**src/rtl/decode_stage_if.sv**
```systemverilog
// Fetch-to-decode and decode-to-execute handshake bundle.
// master drives the fetch side and the downstream ready; slave is the decode stage.
interface decode_stage_if #(
  parameter int DWIDTH = 32,
  parameter int AWIDTH = 32
);
  logic [AWIDTH-1:0] pc_i;
  logic [DWIDTH-1:0] insn_i;
  logic              valid_i;
  logic              ready_o;
  logic              flush_i;
  logic              valid_o;
  logic              ready_i;
  logic [AWIDTH-1:0] pc_o;
  logic [DWIDTH-1:0] insn_o;
  logic [6:0]        opcode_o;
  logic [4:0]        rd_o;
  logic [4:0]        rs1_o;
  logic [4:0]        rs2_o;
  logic [2:0]        funct3_o;
  logic [6:0]        funct7_o;
  logic [31:0]       imm_o;
  logic              illegal_o;

  modport master (
    output pc_i, insn_i, valid_i, flush_i, ready_i,
    input  ready_o, valid_o, pc_o, insn_o, opcode_o, rd_o, rs1_o, rs2_o,
           funct3_o, funct7_o, imm_o, illegal_o
  );

  modport slave (
    input  pc_i, insn_i, valid_i, flush_i, ready_i,
    output ready_o, valid_o, pc_o, insn_o, opcode_o, rd_o, rs1_o, rs2_o,
           funct3_o, funct7_o, imm_o, illegal_o
  );
endinterface

```
**src/rtl/decode_stage.sv**
```systemverilog
// RV32 decode stage: 2-entry head+skid buffer, decode done at enqueue,
// registered ready so downstream ready never reaches upstream ready combinationally.
module decode_stage #(
  parameter int DWIDTH = 32,
  parameter int AWIDTH = 32
) (
  input  logic          clk,
  input  logic          rst,
  decode_stage_if.slave bus
);

  typedef struct packed {
    logic [AWIDTH-1:0] pc;
    logic [DWIDTH-1:0] insn;
    logic [6:0]        opcode;
    logic [4:0]        rd;
    logic [4:0]        rs1;
    logic [4:0]        rs2;
    logic [2:0]        funct3;
    logic [6:0]        funct7;
    logic [31:0]       imm;
    logic              illegal;
  } entry_t;

  entry_t     head_q, head_d;
  entry_t     skid_q, skid_d;
  entry_t     dec;
  logic [1:0] cnt_q, cnt_d;
  logic       rdy_q, rdy_d;
  logic       acc, ret;
  logic [31:0] w;

  // Decode the presented instruction so it is stored already decoded.
  always_comb begin
    w           = bus.insn_i[31:0];
    dec         = '0;
    dec.pc      = bus.pc_i;
    dec.insn    = bus.insn_i;
    dec.opcode  = w[6:0];
    dec.rd      = w[11:7];
    dec.funct3  = w[14:12];
    dec.rs1     = w[19:15];
    dec.rs2     = w[24:20];
    dec.funct7  = w[31:25];
    case (w[6:0])
      7'h03, 7'h13, 7'h67, 7'h73: dec.imm = {{20{w[31]}}, w[31:20]};
      7'h23:                      dec.imm = {{20{w[31]}}, w[31:25], w[11:7]};
      7'h63:                      dec.imm = {{19{w[31]}}, w[31], w[7], w[30:25], w[11:8], 1'b0};
      7'h37, 7'h17:               dec.imm = {w[31:12], 12'b0};
      7'h6F:                      dec.imm = {{11{w[31]}}, w[31], w[19:12], w[20], w[30:21], 1'b0};
      default:                    dec.imm = 32'h0;
    endcase
    dec.illegal = (w[1:0] != 2'b11) ||
                  !(w[6:0] inside {7'h03, 7'h0F, 7'h13, 7'h17, 7'h23, 7'h33,
                                   7'h37, 7'h63, 7'h67, 7'h6F, 7'h73});
  end

  assign acc = bus.valid_i && rdy_q;
  assign ret = (cnt_q != 2'd0) && bus.ready_i;

  // Buffer update: flush wins, then accept/retire with in-order promotion.
  always_comb begin
    head_d = head_q;
    skid_d = skid_q;
    cnt_d  = cnt_q;
    if (bus.flush_i) begin
      cnt_d = 2'd0;
    end else begin
      case ({acc, ret})
        2'b10: begin
          if (cnt_q == 2'd0) head_d = dec;
          else               skid_d = dec;
          cnt_d = cnt_q + 2'd1;
        end
        2'b01: begin
          head_d = skid_q;
          cnt_d  = cnt_q - 2'd1;
        end
        2'b11: begin
          // acc implies cnt_q < 2, so the new entry becomes head when alone
          if (cnt_q == 2'd1) begin
            head_d = dec;
          end else begin
            head_d = skid_q;
            skid_d = dec;
          end
        end
        default: ;
      endcase
    end
    rdy_d = (cnt_d != 2'd2);
  end

  // State registers; reset clears everything, including the visible head data.
  always_ff @(posedge clk or negedge rst) begin
    if (!rst) begin
      head_q <= '0;
      skid_q <= '0;
      cnt_q  <= 2'd0;
      rdy_q  <= 1'b0;
    end else begin
      head_q <= head_d;
      skid_q <= skid_d;
      cnt_q  <= cnt_d;
      rdy_q  <= rdy_d;
    end
  end

  assign bus.ready_o   = rdy_q;
  assign bus.valid_o   = (cnt_q != 2'd0);
  assign bus.pc_o      = head_q.pc;
  assign bus.insn_o    = head_q.insn;
  assign bus.opcode_o  = head_q.opcode;
  assign bus.rd_o      = head_q.rd;
  assign bus.rs1_o     = head_q.rs1;
  assign bus.rs2_o     = head_q.rs2;
  assign bus.funct3_o  = head_q.funct3;
  assign bus.funct7_o  = head_q.funct7;
  assign bus.imm_o     = head_q.imm;
  assign bus.illegal_o = head_q.illegal;

endmodule

```
**src/flat_wrapper.sv**
```systemverilog
// flat-port wrapper written by rule: the top's interface ports become plain ports
module decode_stage_flat 
#(
  parameter int DWIDTH = 32,
  parameter int AWIDTH = 32
)
  (clk, rst, bus_pc_i, bus_insn_i, bus_valid_i, bus_flush_i, bus_ready_i, bus_ready_o, bus_valid_o, bus_pc_o, bus_insn_o, bus_opcode_o, bus_rd_o, bus_rs1_o, bus_rs2_o, bus_funct3_o, bus_funct7_o, bus_imm_o, bus_illegal_o);
  decode_stage_if #(.DWIDTH(DWIDTH), .AWIDTH(AWIDTH)) bus_i ();
  input  logic clk;
  input  logic rst;
  input wire logic [$bits(bus_i.pc_i)-1:0] bus_pc_i;
  input wire logic [$bits(bus_i.insn_i)-1:0] bus_insn_i;
  input wire logic [$bits(bus_i.valid_i)-1:0] bus_valid_i;
  input wire logic [$bits(bus_i.flush_i)-1:0] bus_flush_i;
  input wire logic [$bits(bus_i.ready_i)-1:0] bus_ready_i;
  output wire logic [$bits(bus_i.ready_o)-1:0] bus_ready_o;
  output wire logic [$bits(bus_i.valid_o)-1:0] bus_valid_o;
  output wire logic [$bits(bus_i.pc_o)-1:0] bus_pc_o;
  output wire logic [$bits(bus_i.insn_o)-1:0] bus_insn_o;
  output wire logic [$bits(bus_i.opcode_o)-1:0] bus_opcode_o;
  output wire logic [$bits(bus_i.rd_o)-1:0] bus_rd_o;
  output wire logic [$bits(bus_i.rs1_o)-1:0] bus_rs1_o;
  output wire logic [$bits(bus_i.rs2_o)-1:0] bus_rs2_o;
  output wire logic [$bits(bus_i.funct3_o)-1:0] bus_funct3_o;
  output wire logic [$bits(bus_i.funct7_o)-1:0] bus_funct7_o;
  output wire logic [$bits(bus_i.imm_o)-1:0] bus_imm_o;
  output wire logic [$bits(bus_i.illegal_o)-1:0] bus_illegal_o;
  assign bus_i.pc_i = bus_pc_i;
  assign bus_i.insn_i = bus_insn_i;
  assign bus_i.valid_i = bus_valid_i;
  assign bus_i.flush_i = bus_flush_i;
  assign bus_i.ready_i = bus_ready_i;
  assign bus_ready_o = bus_i.ready_o;
  assign bus_valid_o = bus_i.valid_o;
  assign bus_pc_o = bus_i.pc_o;
  assign bus_insn_o = bus_i.insn_o;
  assign bus_opcode_o = bus_i.opcode_o;
  assign bus_rd_o = bus_i.rd_o;
  assign bus_rs1_o = bus_i.rs1_o;
  assign bus_rs2_o = bus_i.rs2_o;
  assign bus_funct3_o = bus_i.funct3_o;
  assign bus_funct7_o = bus_i.funct7_o;
  assign bus_imm_o = bus_i.imm_o;
  assign bus_illegal_o = bus_i.illegal_o;
  decode_stage #(.DWIDTH(DWIDTH), .AWIDTH(AWIDTH)) u_core (.clk(clk), .rst(rst), .bus(bus_i));
endmodule
```
**config.mk**
```make
export PLATFORM = sky130hd
export DESIGN_NAME = decode_stage_flat
export DESIGN_NICKNAME = d
export VERILOG_FILES = /design/src/rtl/decode_stage_if.sv /design/src/rtl/decode_stage.sv /design/src/flat_wrapper.sv
export SDC_FILE = /design/constraint.sdc
export NUM_CORES = 1
export LEC_CHECK = 0
export CORE_UTILIZATION = 25
export DETAILED_ROUTE_END_ITERATION = 10
export PLACE_DENSITY = 0.46
export SYNTH_ARGS = -nofsm -noshare
export SYNTH_HDL_FRONTEND = slang
export SYNTH_SLANG_ARGS = --single-unit
```
**constraint.sdc**
```tcl
create_clock -name clk -period 2.4 [get_ports clk]
set_input_delay 0.48 -clock clk [delete_from_list [all_inputs] [get_ports clk]]
set_output_delay 0.48 -clock clk [all_outputs]
set_load 0.03 [all_outputs]
```
== Yosys cells after proc, flatten, opt, wreduce, memory -nomap -nowiden ==
Index checks and enable logic that the tools add are counted.
Storage, ports and cells
  register bits: 261
  output and inout bits: 131
  logic and storage cells: 67
Operators by class
  add/subtract/negate cells: 2
  eq/ne operators: 20
  multiplexer cells: 9
  bitwise gates (word level): 1
  reductions and logical operators: 13
Operator list (count)
  129-bit 2-to-1 mux: 4
  129-bit one-hot mux with 3 select lines: 1
  129-bit one-hot mux with 2 select lines: 1
  32-bit one-hot mux with 5 select lines: 1
  7-bit == test (second input constant): 4
  7-bit by 6-bit == test with 1-bit output (second input constant): 3
  7-bit by 5-bit == test with 1-bit output (second input constant): 2
  11-bit nonzero test: 1
  2-bit != test (second input constant): 4
  7-bit by 2-bit == test with 1-bit output (second input constant): 1
  7-bit by 4-bit == test with 1-bit output (second input constant): 1
  2-bit by 1-bit == test with 1-bit output (second input constant): 2
  2-bit == test (second input constant): 2
  2-bit one-hot mux with 2 select lines: 1
  4-bit AND reduction: 1
  2-bit nonzero test: 2
  4-bit OR reduction: 1
  3-bit AND reduction: 1
  3-bit nonzero test: 1
  2-bit by 1-bit adder with 2-bit output (second input constant): 1
  1-bit logical AND: 2
  2-bit logical NOT: 1
  2-bit 2-to-1 mux: 1
  2-bit by 1-bit != test with 1-bit output (second input constant): 1
  other kinds (5): 5

== Longest topological paths before layout ==
Gate-level depths: netlist of run 1.
  word-level depth: 6
  gate-level depth with buffers: 12
  depth with buffers taken out: 10

== Least setup slack after synthesis of run 1 ==
No wires, ideal clock.
  path type: reg-to-reg
  from: reg u_core.cnt_q[0]
  to: reg u_core.head_q (netlist bit u_core.bus.imm_o[24])
  library setup time: 0.082 ns
  data arrival time: 2.400 ns
  slack: -0.082 ns
  cell stages (with the launch flop): 12
  period minus slack after synthesis: 2.482 ns
  cells stage by stage: dfrtp_1 inv_1 ha_1 nor2b_1 inv_1 ha_1 a211oi_4 nand2_2 or2_1 buf_6 buf_6 o22ai_1
Between the ends
  cells in the longest elaborated chain, start to end: 5
  elaborated cells between the ends (all ways): 12
  classes of those cells: eq/ne: 5; mux: 2; reduce/logical: 5
RTL lines
  start, declared: RTL line decode_stage.sv:28  | logic [1:0] cnt_q, cnt_d;
  start signal, assigned: RTL line decode_stage.sv:104  | cnt_q <= cnt_d;
  2-bit nonzero test: RTL line decode_stage.sv:59  | assign ret = (cnt_q != 2'd0) && bus.ready_i;
  1-bit logical AND: RTL line decode_stage.sv:59
  2-bit == test or 2-bit by 1-bit == test with 1-bit output (tied branches): RTL line decode_stage.sv:69  | case ({acc, ret})
  2-bit by 1-bit != test with 1-bit output (no source line) or 3-bit nonzero test (tied branches)
  3-bit AND reduction (no source line)
  end signal, assigned: RTL line decode_stage.sv:97  | head_q <= '0;
  end signal, assigned: RTL line decode_stage.sv:102  | head_q <= head_d;
  end, declared: RTL line decode_stage.sv:25  | entry_t head_q, head_d;
Several ways; a longest one is shown, not always the timed one.
A chain may end at the register's enable or synchronous reset.

== Worst setup path in the final report of run 1 ==
  from: reg u_core.cnt_q[0]
  to: reg u_core.head_q (netlist bit u_core.bus.opcode_o[3])
Same word-level chain as after synthesis.

==> metrics list, run 1 <==
* Nets: 1209
* Count of final hold-check violations: 0
- Largest net degree at the start of global routing: 63
* Worst min-delay path category: register to register
- I/O pins: 200
- The number of global-route vias before repair is 7396.
* Syn Nets: 1017
- Min setup slack post-route: 0.120 ns
- Worst-case vdd ir drop: 0.000659 V
* Area leader, netlist: dfrtp_1
- Number of DRC markers after the initial detailed-route iteration: 412
- After routing the design area is 12100 µm².
- Synth warnings: 0
- The die is 189 µm tall.
- STA puts the critical path data required time at 2.71 ns.
- In this run the most critical hold path is launched from u_core.skid_q[33]$_DFFE_PN0P_.
- Clock transition at the register clock pins on the worst setup and hold paths after CTS: 0.08 ns
- In this run the worst path has a maximum fanout of 14.
- In this run the static leakage power is 5.28 nW.
- Area share of xor/xnor cells in the synthesized design: 0.100%
* Buffering stage count on the worst path with inverters included: 3
* Area fraction in and, or, nand and nor cells after synthesis: 19.3%
- Core region area: 34500 µm²
* Worst max-slew margin expressed relative to the limit: 65.0%
* Detailed-route wire length per cell: 17.5 µm
* Routability congestion estimate: 0.817
* Unrepaired setup endpoints after global routing: false
* Number of flops mapped to enable cells by yosys: 0
* Kind of capture point of the worst setup path: register
* Cts bufs inserted: 17
* Count of unresolved DRC violations after routing: 0
* Initial Utilization: 25.3%
- H-tree levels: 4
- In the synthesized netlist the async set-or-reset flop fraction comes to 100%.
- The tree is rooted in a clkbuf_16.
- The synthesized netlist devotes 16.5% of its cell area to compound gates.
- Slew of the pin with the lowest slew margin: 0.524 ns
* Cell occurring most often along the worst timing path: ha_1
* RR Endpoint: u_core.bus.opcode_o[3]$_DFFE_PN0P_
* Clock period minus final worst setup slack: 2.28 ns
- Fraction of layout instances using a drive strength above 1: 11.0%
- The clock network burns 17.2% of the power.
- STA classifies the critical path startpoint as a register.
- Part of the power in combinational logic: 48.2%
- Startpoint-to-endpoint class of the critical path: register to register
* Clock tree sinks: 197
- In the routed layout, each cell is associated on average with a via count of 4.63.
- Total of max-cap violations: 0
* Antenna violation net count after detailed routing: 0
* Iteration count of the initial detailed-routing pass: 5
- The most used flip-flop cell after synthesis is dfrtp_1.
- Derived from the worst setup path, the maximum achievable clock frequency is 0.439 GHz.
* Switching share of power: 42.8%
- The flow ran to the end, and the final reports show no timing, DRC or antenna violations.
- After layout, the worst path uses 95.0% of the clock period.
* Cell count of the worst hold path: 2
* Total power: 16.2 mW
- GRT Util Overall: 15.9%
- Die Area: 35700 µm²
* Die boundary width: 189 µm
- By instance count, the leading cell after synthesis is nand2_1.
- Clock tree from TritonCTS: yes
- Placement-stage worst setup slack: -0.314 ns
- Traced cell by cell, the critical path runs through inv_1 > ha_1 > nor2b_2 > buf_4 > ha_1 > nor2b_1 > o21a_4 > buf_12 > a221oi_1 > nor2_1.
- Final Max Slew Viols: 0
* Fraction of the yosys area taken by sequential cells: 56.5%
- The cell family contributing the most delay on the critical path is compound AO/OA/AOI/OAI gates.
- R2r startpoint: u_core.cnt_q[0]$_DFF_PN0_
* Number of failing setup endpoints in the final timing report: 0
- Post-synth design cell area: 8730 µm²
- Counting flops and latches in the post-synthesis netlist gives 197.
* Combinational family with the most area after synthesis: simple AND/OR/NAND/NOR gates
- Row generation in the floorplan step produced 68 rows.
- Post-Syn Area per Cell: 9.26 µm²
- CP max-delay cell: dfrtp_1
- Ratio of total power to cell area: 1340 nW/µm²
- For the worst flop-to-flop path, the logic depth is 10.
* Synth top area share: 56.5%
- The clock arrives with 0.00733 ns of skew.
- Maximum clock insertion buffer count: 2
* Post-synthesis cell type count: 48
* Sequential share of power: 34.5%
- In this run the tool buffered the top-level ports with 199 buffer cells.
* Total grt overflow: 0
- Most instantiated cells after synthesis: nand2_1 (225), dfrtp_1 (197), nor2_1 (163)
- Detailed placement ended at an HPWL of 19000 µm.
* Switching power of the nets: 6.95 mW
* Worst min-delay path endpoint: u_core.skid_q[33]$_DFFE_PN0P_
* Cell internal pwr: 9.27 mW
* Area growth from synthesis to layout: 39.1%
- Adder-cell share of the synthesized area: 0.860%
- Number of instances in the synthesized netlist: 942
- Cell area reported after detailed placement: 11500 µm²
- Cells fill 35.2% of the core in the end.
* Highest cell delay on the worst timing path: 0.41 ns
- Worst reg-to-reg setup slack: 0.12 ns
* Antenna violations before repair: 3
- Arrival @ worst endpoint: 2.59 ns
- The first global-routing pass estimated 43900 µm of wire.
- The final route contains 7427 vias.
* Clock latency reported for the late side of the worst-skew pair: 0.44 ns
* Routed wire length: 28000 µm
- Measured against the total synthesized area, the mux share comes to 0.373%.
- Synth area leaders: dfrtp_1 (56%), nand2_1 (9.7%), nor2_1 (7.0%)
[kinds of logic (layout without fill, tap and decap cells)]
group / Yosys count / in the layout
AO/OA/AOI/OAI: 205 / 205
XOR/XNOR: 1 / 1
adder cells (fa/ha/maj): 6 / 6
buffers and inverters: 107 / 312
flip-flops: 197 / 197
multiplexers: 3 / 3
other: 0 / 1
AND/OR/NAND/NOR: 423 / 423
[flip-flops by register name, indices dropped and copies added (netlist names)]
signal                cells
u_core.bus.insn_o        18
u_core.bus.rd_o           4
u_core.bus.pc_o          32
u_core.skid_q            97
u_core.bus.imm_o         32
u_core.bus.opcode_o       6
u_core.cnt_q              2
u_core.bus.ready_o        1
u_core.bus.rs2_o          4
u_core.bus.illegal_o      1
[timing repair]
action,in CTS,in global routing
gates resized for setup,3,9
setup buffers,0,1
cloned,0,1
pin swaps,0,1
endpoints found under the hold margin,6,0
hold buffers,1,0
setup endpoints to repair,7,106
[per-stage QoR]
stage                     TNS, ns  std cells  hold WS, ns
after floorplan                 0        942        0.184
after global placement     -36.01       1567        0.457
after detailed placement   -32.51       1567        0.462
after CTS                       0       1600        0.480
after global routing            0       1602        0.495
final                           0       1603        0.478
[cell type report]
cell class	instances	area [µm²]
multi-input cells	638	3300
well taps	455	569
diodes	1	2.50
inverters	8	31.3
fillers	3559	22300
repair buffers	272	2750
clock buffers	18	439
flip-flops and latches	197	4930
clock inverters	14	118
[routing by layer]
metal / global-route usage (%) / part of all wire, % / up-vias / wire length (µm)
li1: - / - / 3572 / -
met1: 22.2 / 49 / 3653 / 13600
met2: 24.9 / 45 / 182 / 12700
met3: 4.47 / 5.5 / 14 / 1540
met4: 2.64 / 0.61 / 6 / 171
met5: 0 / 0.13 / - / 37
[placed cells by master (no fill, tap or decap), types with 8 or more instances in the layout]
cell type and n:
a21oi_1 50, a221o_1 8, a221oi_1 63, and3_1 8
buf_12 14, buf_4 54, clkbuf_16 18, clkdlybuf4s50_1 197
dfrtp_1 197, nand2_1 224, nor2_1 162, o21ai_0 24
o22ai_1 23
[power by group through the flow]
stage	Clock (mW)	Sequential, mW	Combinational, mW
floorplan	0	6.95	3.28
global placement	0	5.65	7.79
detailed placement	0	5.66	7.84
CTS	2.92	5.62	7.86
global route	3.02	5.80	8.43
finish	2.80	5.60	7.82
[tightest hold or removal path: cells and delay by family, from the launching register on]
kind | cells | cell delay [ns]
and+or+nand+nor | 2 | 0.10
DFF | 1 | 0.35
[worst max path at each step]
| stage | depth (start not counted) | end | slack [ns] | from |
|---|---|---|---|---|
| after global routing | 10 | u_core.bus.pc_o[22]$_DFFE_PN0P_ | 0.02 | u_core.cnt_q[0]$_DFF_PN0_ |
| after global placement | 8 | u_core.skid_q[28]$_DFFE_PN0P_ | -0.28 | bus_ready_i |
| final | 10 | u_core.bus.opcode_o[3]$_DFFE_PN0P_ | 0.12 | u_core.cnt_q[0]$_DFF_PN0_ |
| after detailed placement | 7 | u_core.skid_q[28]$_DFFE_PN0P_ | -0.31 | bus_insn_i[6] |
| after CTS | 11 | u_core.skid_q[9]$_DFFE_PN0P_ | 0.05 | u_core.cnt_q[0]$_DFF_PN0_ |
| after floorplan | 11 | u_core.bus.imm_o[24]$_DFFE_PN0P_ | 0.004 | u_core.cnt_q[0]$_DFF_PN0_ |
No activity file was read; power rests on OpenSTA's default activity.
==> inputs of run 2 (changes only) <==
--- a/config.mk
+++ b/config.mk
@@ -5,9 +5,11 @@
 export SDC_FILE = /design/constraint.sdc
 export NUM_CORES = 1
 export LEC_CHECK = 0
+export CORE_MARGIN = 2
 export CORE_UTILIZATION = 25
+export CTS_CLUSTER_DIAMETER = 80
 export DETAILED_ROUTE_END_ITERATION = 10
-export PLACE_DENSITY = 0.46
+export PLACE_DENSITY = 0.45
 export SYNTH_ARGS = -nofsm -noshare
 export SYNTH_HDL_FRONTEND = slang
 export SYNTH_SLANG_ARGS = --single-unit
==> constraint.sdc (replaced) <==
create_clock -name clk -period 2.3 [get_ports clk]
set_input_delay 0.46 -clock clk [delete_from_list [all_inputs] [get_ports clk]]
set_output_delay 0.46 -clock clk [all_outputs]
set_load 0.03 [all_outputs]
==> metrics list, run 2 (synthesis gave the netlist of run 1 again) <==
- The flow ran to the end, and the final reports show no timing, DRC or antenna violations.
- Leaving out fill and tap cells, the most frequent cell in the layout is nand2_1.
- Once the floorplan was initialized, standard cells occupied 25.3% of the core.
* Total power: 17.3 mW
- Number of rows created at floorplan: 68
- Required time worst endpoint: 2.66 ns
- Per report_power, the clock group accounts for 18.3% of the total.
* Total of max-cap violations: 0
- The count of nets left with antenna violations once routing finished came out at 0.
- Dividing total power by cell area gives a power density of 1400 nW/µm².
* Number of DRC markers after the initial detailed-route iteration: 623
* Final Max Slew Viols: 0
* Crit start category: register
- The worst setup path is of the register to register kind.
- Die boundary width: 191 µm
- The cell family contributing the most delay on the critical path is simple AND/OR/NAND/NOR gates.
- Measured against its own limit, the worst slew margin works out to 67.0%.
- Setup repair after global routing left no endpoint under its margin.
- For this run, design rule violations remaining after detail routing come to 0.
- The share of total power dissipated in combinational logic is 48.0%.
- The hold violation count in the final report is 0.
- Most used cells in the layout excluding fill and tap cells: nand2_1 (224), clkdlybuf4s50_1 (197), dfrtp_1 (197)
- H-tree levels: 4
- Seq. cell area: 4930 µm²
- On the final layout, the worst clock skew is 0.0120 ns.
* Die Area: 36400 µm²
- The worst hold path begins at u_core.skid_q[89]$_DFFE_PN0P_.
- Setup Fix Bufs, Post-CTS: 0
* Placed wire-length estimate after detailed placement: 19700 µm
* Clock latency reported for the late side of the worst-skew pair: 0.44 ns
- At the end of routability-driven placement, the weighted congestion stood at 0.858.
* Nets: 1217
- Slew of the pin with the lowest slew margin: 0.495 ns
- STA classifies the critical path endpoint as a register.
- Clock transition at the register clock pins on the worst setup and hold paths after CTS: 0.08 ns
- Number of failing setup endpoints in the final timing report: 0
- Detailed-route wire length per cell: 17.6 µm
- The number of buffers and inverters on the critical path is 3.
- Clock period minus final worst setup slack: 2.14 ns
- Once placement finished, the instance area stood at 11600 µm².
- CTS placed an instance of clkbuf_16 at the clock tree root.
- On the worst path, the slowest cell contributes a delay of 0.35 ns.
* Worst path cell trace: inv_1 > ha_4 > nor2b_4 > inv_2 > ha_2 > a211oi_4 > nand2_2 > or2_4 > buf_12 > o22ai_1
- Worst min-delay path category: register to register
- Clock tree sinks: 197
- Routed wire length: 28400 µm
- In the routed layout, each cell is associated on average with a via count of 4.68.
* Min setup slack post-route: 0.160 ns
- The worst register-to-register path begins at u_core.cnt_q[0]$_DFF_PN0_.
- Total grt overflow: 0
- Port Buffers: 199
* Final critical-path share of the clock period: 93.1%
- In this run the count of I/O pins placed on the die edge is 200.
- The number of antenna violations at the first check in global routing was 3.
- From synthesis to final layout, the design area changed by 40.8%.
- Placement-stage worst setup slack: -0.303 ns
- Setup total negative slack on the finished layout was measured at 0 ns.
- For this design, the slowest cell found on the critical path is dfrtp_1.
- Fraction of layout instances using a drive strength above 1: 11.8%
- Static timing analysis puts the maximum clock frequency at 0.467 GHz.
- The clock passes through at most 2 buffers.
* Static power due to leakage: 5.36 nW
- Max FFs per register: 97
- In this run the standard cell core region covers 34500 µm².
- Largest net degree at the start of global routing: 56
- The die is 191 µm tall.
- Combined area of the multi-input logic cells: 3320 µm²
- First-pass GRT wire length: 44600 µm
* Final non-filler cell area: 12300 µm²
* Switching share of power: 42.4%
- Cts bufs inserted: 17
* Via Count: 7552
* Worst-case vdd ir drop: 0.000726 V
- Vias in the first global route: 7652
* Crit-path max FO: 16
- Timing startpoint of the critical path: u_core.cnt_q[0]$_DFF_PN0_
- TritonCTS built the clock tree.
- The internal power of the cells totals 9.95 mW.
* Arrival @ worst endpoint: 2.50 ns
- Switching power of the nets: 7.32 mW
* Iteration count of the initial detailed-routing pass: 7
- Sequential share of power: 33.7%
- The layout has 3539 filler cells.
- Across every metal layer, demand over resource in global routing totals 15.9%.
- Fin util: 35.7%
* Reg with most FFs: u_core.skid_q
[run 2: path summary, 6_finish.rpt]
path | endpoint | slack, ns | cells after the start
hold / removal | u_core.skid_q[89]$_DFFE_PN0P_ | 0.48 | 2
min in group asynchronous | u_core.skid_q[40]$_DFFE_PN0P_ | 0.53 | 2
hold reg to reg | u_core.skid_q[89]$_DFFE_PN0P_ | 0.48 | 2
max in group asynchronous | u_core.skid_q[107]$_DFFE_PN0P_ | 1.07 | 3
setup reg to reg | u_core.bus.imm_o[29]$_DFFE_PN0P_ | 0.16 | 10
setup / recovery | u_core.bus.imm_o[29]$_DFFE_PN0P_ | 0.16 | 10
[run 2: final cells by class]
cell class | count | area share [%]
clock buffer | 17 | 3.46
multi-input combinational | 638 | 27.0
antenna | 2 | 0.0407
tap | 455 | 4.63
clock inverter | 15 | 1.51
sequential | 197 | 40.1
timing repair buffer | 280 | 23.0
inverter | 8 | 0.244
[run 2: power by group through the flow]
| stage | sequential [mW] | clock (mW) | combinational (mW) |
|---|---|---|---|
| final | 5.82 | 3.17 | 8.28 |
| after global routing | 6.02 | 3.41 | 8.98 |
| after CTS | 5.84 | 3.29 | 8.35 |
| after detailed placement | 5.89 | 0 | 8.33 |
| after global placement | 5.88 | 0 | 8.27 |
| after floorplan | 7.25 | 0 | 3.43 |
[run 2: metal layers]
metal	routed length, µm	GRT usage [%]	vias to the layer above
met5	13	0	-
met4	435	4.59	2
met3	1640	3.72	24
met2	12800	24.3	219
met1	13600	22.4	3725
li1	-	-	3582
[run 2: metrics by stage]
step	std cells	hold WS (ns)
after global routing	1610	0.494
after CTS	1610	0.481
final	1612	0.478
after floorplan	942	0.164
after global placement	1577	0.429
after detailed placement	1577	0.429
[run 2: worst register-to-register path: stages, from the launching register on]
cell and delay [ns]:
dfrtp_1 0.35, inv_1 0.07, ha_4 0.18, nor2b_4 0.15, inv_2 0.08, ha_2 0.21, a211oi_4 0.31, nand2_2 0.11
or2_4 0.27, buf_12 0.15, o22ai_1 0.18
[run 2: repair_timing]
item | CTS | global route
hold buffers | 1 | 0
endpoints found under the setup margin | 2 | 85
gates cloned | 0 | 0
hold endpoints to repair | 50 | 0
pin swaps | 0 | 2
resized for setup | 2 | 8
